<file path="config.mk">
export PLATFORM = sky130hd
export DESIGN_NAME = sc_lives_hit_generator
export DESIGN_NICKNAME = d
export VERILOG_FILES = /design/src/rtl/sc_lives_hit_generator.sv
export SDC_FILE = /design/constraint.sdc
export NUM_CORES = 1
export LEC_CHECK = 0
export ABC_CLOCK_PERIOD_IN_PS = 3880
export BUFFER_PORTS_ARGS = -buffer_cell sky130_fd_sc_hd__buf_2
export CAP_MARGIN = 20
export CELL_PAD_IN_SITES_DETAIL_PLACEMENT = 0
export CELL_PAD_IN_SITES_GLOBAL_PLACEMENT = 1
export CORE_UTILIZATION = 51
export CTS_BUF_LIST = sky130_fd_sc_hd__clkbuf_8
export DETAILED_ROUTE_END_ITERATION = 16
export HOLD_SLACK_MARGIN = 0.08
export PLACE_DENSITY_LB_ADDON = 0.1
export SLEW_MARGIN = 20
export SYNTH_ARGS = -nofsm -noshare
export SYNTH_HDL_FRONTEND = slang
export SYNTH_SLANG_ARGS = --single-unit
</file>
<file path="constraint.sdc">
create_clock -name SC_LIVES_HIT_CLOCK_50 -period 3.88 [get_ports SC_LIVES_HIT_CLOCK_50]
set_input_delay 0.776 -clock SC_LIVES_HIT_CLOCK_50 [delete_from_list [all_inputs] [get_ports SC_LIVES_HIT_CLOCK_50]]
set_output_delay 0.776 -clock SC_LIVES_HIT_CLOCK_50 [all_outputs]
set_load 0.05 [all_outputs]
</file>
<file path="src/rtl/sc_lives_hit_generator.sv">
// sc_lives_hit_generator: turns the collision level into one-cycle upcount pulses, with invulnerability, game-over and restart.
// Define SC_LIVES_HIT_BLINK_EN to flash the sprite during invulnerability; otherwise blink = ~gameOver.
module sc_lives_hit_generator #(
  parameter int LIVES_COUNTER_DATAWIDTH = 3,
  parameter int MAX_LIVES = 3,
  parameter int INVULN_DATAWIDTH = 24,
  parameter int INVULN_CYCLES = 12500000,
  parameter int BLINK_SHIFT = 20
) (
  input  logic                               SC_LIVES_HIT_CLOCK_50,
  input  logic                               SC_LIVES_HIT_RESET_InLow,
  input  logic                               SC_LIVES_HIT_collision_InHigh,
  input  logic                               SC_LIVES_HIT_restart_InLow,
  input  logic [LIVES_COUNTER_DATAWIDTH-1:0] SC_LIVES_HIT_livesUsed_In,
  output logic                               SC_LIVES_HIT_upcount_OutLow,
  output logic                               SC_LIVES_HIT_counterReset_OutHigh,
  output logic                               SC_LIVES_HIT_invulnerable_OutHigh,
  output logic                               SC_LIVES_HIT_gameOver_OutHigh,
  output logic                               SC_LIVES_HIT_blink_OutHigh,
  output logic [LIVES_COUNTER_DATAWIDTH-1:0] SC_LIVES_HIT_livesLeft_Out
);
  typedef enum logic [2:0] {PLAY, HIT, WAIT_ACK, INVULN, GAME_OVER, RESTART} state_t;
  localparam logic [LIVES_COUNTER_DATAWIDTH-1:0] MAX_L = LIVES_COUNTER_DATAWIDTH'(MAX_LIVES);
  localparam logic [INVULN_DATAWIDTH-1:0] LOAD = INVULN_DATAWIDTH'(INVULN_CYCLES - 1);
  state_t r_state, w_next;
  logic [INVULN_DATAWIDTH-1:0] r_timer;
  logic r_col_q, r_upcount, r_cnt_rst, r_invuln, r_over, r_blink;
  logic w_hit, w_dead;
  assign w_hit  = SC_LIVES_HIT_collision_InHigh & ~r_col_q;
  assign w_dead = SC_LIVES_HIT_livesUsed_In >= MAX_L;
  // Restart overrides every other transition, including the game-over check.
  always_comb begin
    w_next = r_state;
    if (!SC_LIVES_HIT_restart_InLow) w_next = RESTART;
    else
      case (r_state)
        PLAY:      w_next = w_dead ? GAME_OVER : (w_hit ? HIT : PLAY);
        HIT:       w_next = WAIT_ACK;
        WAIT_ACK:  w_next = w_dead ? GAME_OVER : INVULN;
        INVULN:    w_next = (r_timer == '0) ? PLAY : INVULN;
        GAME_OVER: w_next = GAME_OVER;
        default:   w_next = PLAY;
      endcase
  end
  always_ff @(posedge SC_LIVES_HIT_CLOCK_50 or negedge SC_LIVES_HIT_RESET_InLow)
    if (!SC_LIVES_HIT_RESET_InLow) begin
      r_state   <= PLAY;
      r_timer   <= '0;
      r_col_q   <= 1'b0;
      r_upcount <= 1'b1;
      r_cnt_rst <= 1'b0;
      r_invuln  <= 1'b0;
      r_over    <= 1'b0;
    end else begin
      r_state   <= w_next;
      r_col_q   <= SC_LIVES_HIT_collision_InHigh;
      r_timer   <= (w_next == INVULN && r_state != INVULN) ? LOAD :
                   (r_state == INVULN && r_timer != '0) ? r_timer - 1'b1 : r_timer;
      r_upcount <= w_next != HIT;
      r_cnt_rst <= w_next == RESTART;
      r_invuln  <= w_next == INVULN;
      r_over    <= w_next == GAME_OVER;
    end
`ifdef SC_LIVES_HIT_BLINK_EN
  logic [BLINK_SHIFT:0] r_bcnt, w_bcnt;
  assign w_bcnt = (r_state == INVULN) ? r_bcnt + 1'b1 : '0;
  always_ff @(posedge SC_LIVES_HIT_CLOCK_50 or negedge SC_LIVES_HIT_RESET_InLow)
    if (!SC_LIVES_HIT_RESET_InLow) begin
      r_bcnt  <= '0;
      r_blink <= 1'b0;
    end else begin
      r_bcnt  <= w_bcnt;
      r_blink <= (w_next == INVULN) ? ~w_bcnt[BLINK_SHIFT] : (w_next != GAME_OVER);
    end
`else
  always_ff @(posedge SC_LIVES_HIT_CLOCK_50 or negedge SC_LIVES_HIT_RESET_InLow)
    if (!SC_LIVES_HIT_RESET_InLow) r_blink <= 1'b0;
    else r_blink <= w_next != GAME_OVER;
`endif
  assign SC_LIVES_HIT_upcount_OutLow       = r_upcount;
  assign SC_LIVES_HIT_counterReset_OutHigh = r_cnt_rst;
  assign SC_LIVES_HIT_invulnerable_OutHigh = r_invuln;
  assign SC_LIVES_HIT_gameOver_OutHigh     = r_over;
  assign SC_LIVES_HIT_blink_OutHigh        = r_blink;
  assign SC_LIVES_HIT_livesLeft_Out        = w_dead ? '0 : MAX_L - SC_LIVES_HIT_livesUsed_In;
endmodule

</file>
# Word-level counts from Yosys, hierarchy flattened
# Index checks and enable logic that the tools add are counted.
# totals
memories,0
output_inout_bits,8
in_bits,7
rom_bits,0
latchBits,0
regBits,33
word_cells,38
mem_bits_rw,0
# op_classes
n_lt_le_gt_ge,1
n_mul,0
bitwise,2
shifts,0
eq_ne,10
n_reduce_logical,6
n_addsub,2
div,0
mux,9
# op_table
cell,count
24-bit two-way mux,2
24-bit logical NOT,1
24-bit nonzero test,1
24-bit by 1-bit subtractor with 24-bit output (second input constant),1
3-bit one-hot mux with 5 select lines,1
3-bit two-way mux,4
3-bit by 2-bit equality test with 1-bit output (second input constant),3
3-bit equality test (second input constant),3
3-bit by 1-bit equality test with 1-bit output (second input constant),1
3-bit by 2-bit greater-or-equal comparator with 1-bit output (second input constant),1
3-bit logical NOT,1
3-bit by 1-bit != test with 1-bit output (second input constant),1
3-bit by 2-bit != test with 1-bit output (second input constant),1
3-bit != test (second input constant),1
2-bit by 3-bit subtractor with 3-bit output (first input constant),1
1-bit logical AND,2
2-bit two-way mux,1
2-bit nonzero test,1
1-bit bitwise AND,1
1-bit two-way mux,1
1-bit inverter,1

# Longest topological paths before layout
# depth
ltp_word,9
depth_mapped,8

# Least setup slack after synthesis
# OpenSTA, ideal clock, no wires.
# synth_timing
kind,flip-flop to flip-flop
start,reg r_timer[4]
end,reg r_timer[13]
period_less_slack_ps,2267
t_arrival_ps,2136
setup_ps,131
slack_ps,1613
path_stages_with_launch,7
path_buffers,1
path_cell_list,dfrtp_1 or3_4 or4_1 buf_2 or3_1 o31a_1 or3_1
# synth_via
elab_chain_len,7
elab_cells_between_ends,12
# synth_lines
element,line,rtl
"start, declared",26,logic [INVULN_DATAWIDTH-1:0] r_timer;
"start signal, assigned",57,r_timer <= (w_next == INVULN && r_state != INVULN) ? LOAD :
24-bit logical NOT,40,INVULN: w_next = (r_timer == '0) ? PLAY : INVULN;
2-bit two-way mux,40,
3-bit one-hot mux with 5 select lines,36,case (r_state)
3-bit two-way mux,34,if (!SC_LIVES_HIT_restart_InLow) w_next = RESTART;
3-bit by 2-bit equality test with 1-bit output,57,
1-bit logical AND,57,
24-bit two-way mux or 2-bit nonzero test (tied branches),--,
# Parallel ways exist; a longest one is shown, timed or not. The select of a mux whose other input is x is not followed.
# A chain may end at the register's enable or synchronous reset.

# Worst setup path after layout
# layout_timing
start,reg r_timer[15]
end,reg r_timer[13]
# The elaborated chain is that of the path after synthesis.

==> flow_metrics.env <==
export IMPL_place_worst_setup_slack_ps=1420
export IMPL_crit_path_end_kind="register"
export IMPL_synth_nets=188
export IMPL_seq_area_frac_synth_pct=46.9
export IMPL_slew_viol_final=0
export IMPL_netlist_instances=179
export IMPL_clkTransAtPathRegs_ps=60
export IMPL_cts_root_buffer="clkbuf_8"
export IMPL_nNetsFinal=198
export IMPL_clock_sinks=33
export IMPL_yosys_warnings=0
export IMPL_clock_fmax_mhz=408
export IMPL_cts_resized=0
export IMPL_cap_violations=0
export IMPL_drc=0
export IMPL_cts_tree="yes"
export IMPL_place_hpwl_um=2690
export IMPL_holdPathStages=1
export IMPL_viasPerCell=6.29
export IMPL_gr_max_usage_layer="met2"
export IMPL_design_die_area_um2=3690
export IMPL_use_met3_pct=5.12
export IMPL_io_pins=15
export IMPL_hp_class="register to register"
export IMPL_maxSlewHeadroom_pct=51.3
export IMPL_fin_setup_tns_ps=0
export IMPL_vdd_ir_drop_worst_uv=345
export IMPL_worst_slack_ps=1430
export IMPL_routed_wl_um=3890
export IMPL_rows=20
export IMPL_dr_pass1_iters=4
export IMPL_fin_hold_ws_ps=489
export IMPL_layout_commonest_cell="dfrtp_1"
export IMPL_die_h_um=60.8
export IMPL_use_met2_pct=38.0
export IMPL_cp_max_fo=11
export IMPL_cts_buffer_depth=2
export IMPL_routedWlPerCell_um=16.6
export IMPL_grt_pass1_wl_um=6470
export IMPL_portBuffers=13
export IMPL_final_cells=234
export IMPL_status="complete, no violations"
export IMPL_cp_required_ps=4050
export IMPL_synth_area_per_cell_um2=9.84
export IMPL_gp_congestion=0.876
export IMPL_dpl_instance_area_um2=1820
export IMPL_via_count=1471
export IMPL_fin_area_um2=1950
export IMPL_p_per_area_nw_per_um2=446
export IMPL_core_um2=3150
export IMPL_final_cell_mix="dfrtp_1 (32), nor2_1 (16), buf_2 (13), nand2_1 (11), nor3_1 (10)"
export IMPL_antennaDiodeCount=0
export IMPL_use_met1_pct=32.8
export IMPL_worst_slew_pin_slew_ps=730
export IMPL_grt_start_max_net_pins=34
export IMPL_track_usage_pct=24.6
export IMPL_synthesis_area_um2=1760
export IMPL_grt_overflow=0
export IMPL_drive_gt1_share_pct=18.4
export IMPL_reg2reg_depth=5
export IMPL_min_period_over_period_pct=63.2
export IMPL_start_util_pct=55.9
export IMPL_die_w_um=60.8
export IMPL_ctsHoldBuffers=0
export IMPL_ys_types=47
export IMPL_synth_seq_cells=33
export IMPL_period_needed_ps=2450
export IMPL_syn2layout_area_growth_pct=10.5
export IMPL_grt_pass1_vias=1369
export IMPL_rsz0062_at_grt="no"
export IMPL_cts_setup_buffers=0
export IMPL_worstSetupStartpointType="register"
export IMPL_dp_cells=226
export IMPL_crit_type="register to register"
export IMPL_cts_made_buffers=5
export IMPL_ant_nets=0
export IMPL_ctsHtreeMaxLevel=2
export IMPL_worstPathArrival_ps=2620
export IMPL_p_leak_uw=0.000727
export IMPL_fin_skew_ps=9.35
export IMPL_final_setup_viol_count=0
export IMPL_finalHoldViolations=0
export IMPL_drtIter0Drc=88
export IMPL_antenna_found_initial=0
export IMPL_clkLatencyLatePin_ps=290
==> logic make-up after synthesis <==
group	Yosys count	share of synthesized area (%)
buffers and inverters	14	4.33
multiplexers	7	4.05
AND/OR/NAND/NOR	85	28.6
adder cells (fa/ha/maj)	2	1.42
other	1	0.213
XOR/XNOR	3	1.49
flip-flops	33	46.9
AO/OA/AOI/OAI	34	12.9
==> cell type report <==
type / count / area, um2
Fill cell: 285 / 1210
Multi-Input combinational cell: 132 / 865
Sequential cell: 33 / 827
Clock buffer: 6 / 82.6
Timing Repair Buffer: 13 / 65.1
Tap cell: 44 / 55.1
Clock inverter: 2 / 37.5
Inverter: 4 / 15.0
==> registers in the layout, indices dropped and copies added (netlist names) <==
register                           cells
SC_LIVES_HIT_blink_OutHigh             1
SC_LIVES_HIT_counterReset_OutHigh      1
SC_LIVES_HIT_gameOver_OutHigh          1
SC_LIVES_HIT_invulnerable_OutHigh      1
SC_LIVES_HIT_upcount_OutLow            1
r_col_q                                1
r_state                                3
r_timer                               24
==> power by group <==
part	internal (uW)	total, uW	switching (uW)
Combinational	41.0	121	79.9
Clock	209	336	128
Sequential	376	411	35.6
Total	626	869	243
==> cell usage after synthesis (all sizes together) <==
library cell | n | area (um2)
dfrtp | 32 | 801
nor2 | 16 | 60.1
nand2 | 11 | 41.3
nor4 | 11 | 96.3
nor3 | 10 | 50.1
a21oi | 7 | 35.0
o21ai | 7 | 35.0
or4 | 7 | 56.3
mux2i | 6 | 60.1
or3 | 6 | 42.5
buf | 5 | 42.5
clkbuf | 5 | 18.8
nand3 | 5 | 25.0
o31ai | 5 | 37.5
and3 | 4 | 25.0
inv | 4 | 15.0
o311ai | 4 | 35.0
a31oi | 3 | 18.8
nand2b | 3 | 18.8
or2 | 3 | 18.8
a211oi | 2 | 15.0
and4 | 2 | 17.5
ha | 2 | 25.0
nand4 | 2 | 12.5
xor2 | 2 | 17.5
a211o | 1 | 10.0
a31o | 1 | 8.76
and2 | 1 | 6.26
and4b | 1 | 10.0
conb | 1 | 3.75
dfstp | 1 | 26.3
mux2 | 1 | 11.3
nand4b | 1 | 8.76
nor2b | 1 | 6.26
o211ai | 1 | 7.51
o21ba | 1 | 10.0
o22ai | 1 | 6.26
o31a | 1 | 8.76
or3b | 1 | 8.76
xnor2 | 1 | 8.76
==> metrics by stage <==
stage	power, uW	util [%]
after CTS	875	61.5
after global placement	531	57.7
after global routing	912	61.7
after floorplan	506	-
after detailed placement	536	57.7
final	869	61.7
==> worst max-delay path, cell delays in order (launching register included) <==
cell,delay [ps]
dfrtp_1,430
or4_1,650
nor4_4,430
a31o_2,390
nor4_1,100
or3_1,340
==> path summary, 6_finish.rpt <==
check	from	to	slack, ps
max	r_timer[15]	r_timer[13]	1430
max reg2reg	r_timer[15]	r_timer[13]	1430
min in group asynchronous	SC_LIVES_HIT_RESET_InLow	SC_LIVES_HIT_gameOver_OutHigh	530
max in group asynchronous	SC_LIVES_HIT_RESET_InLow	r_timer[15]	2870
min	r_timer[10]	r_timer[10]	490
min reg2reg	r_timer[10]	r_timer[10]	490
==> routing by layer <==
metal | part of all wire, % | up-vias
li1 | - | 689
met1 | 47 | 737
met2 | 47 | 36
met3 | 3.5 | 9
met4 | 2.0 | 0
met5 | 0 | -
No activity file was read; power rests on OpenSTA's default activity.
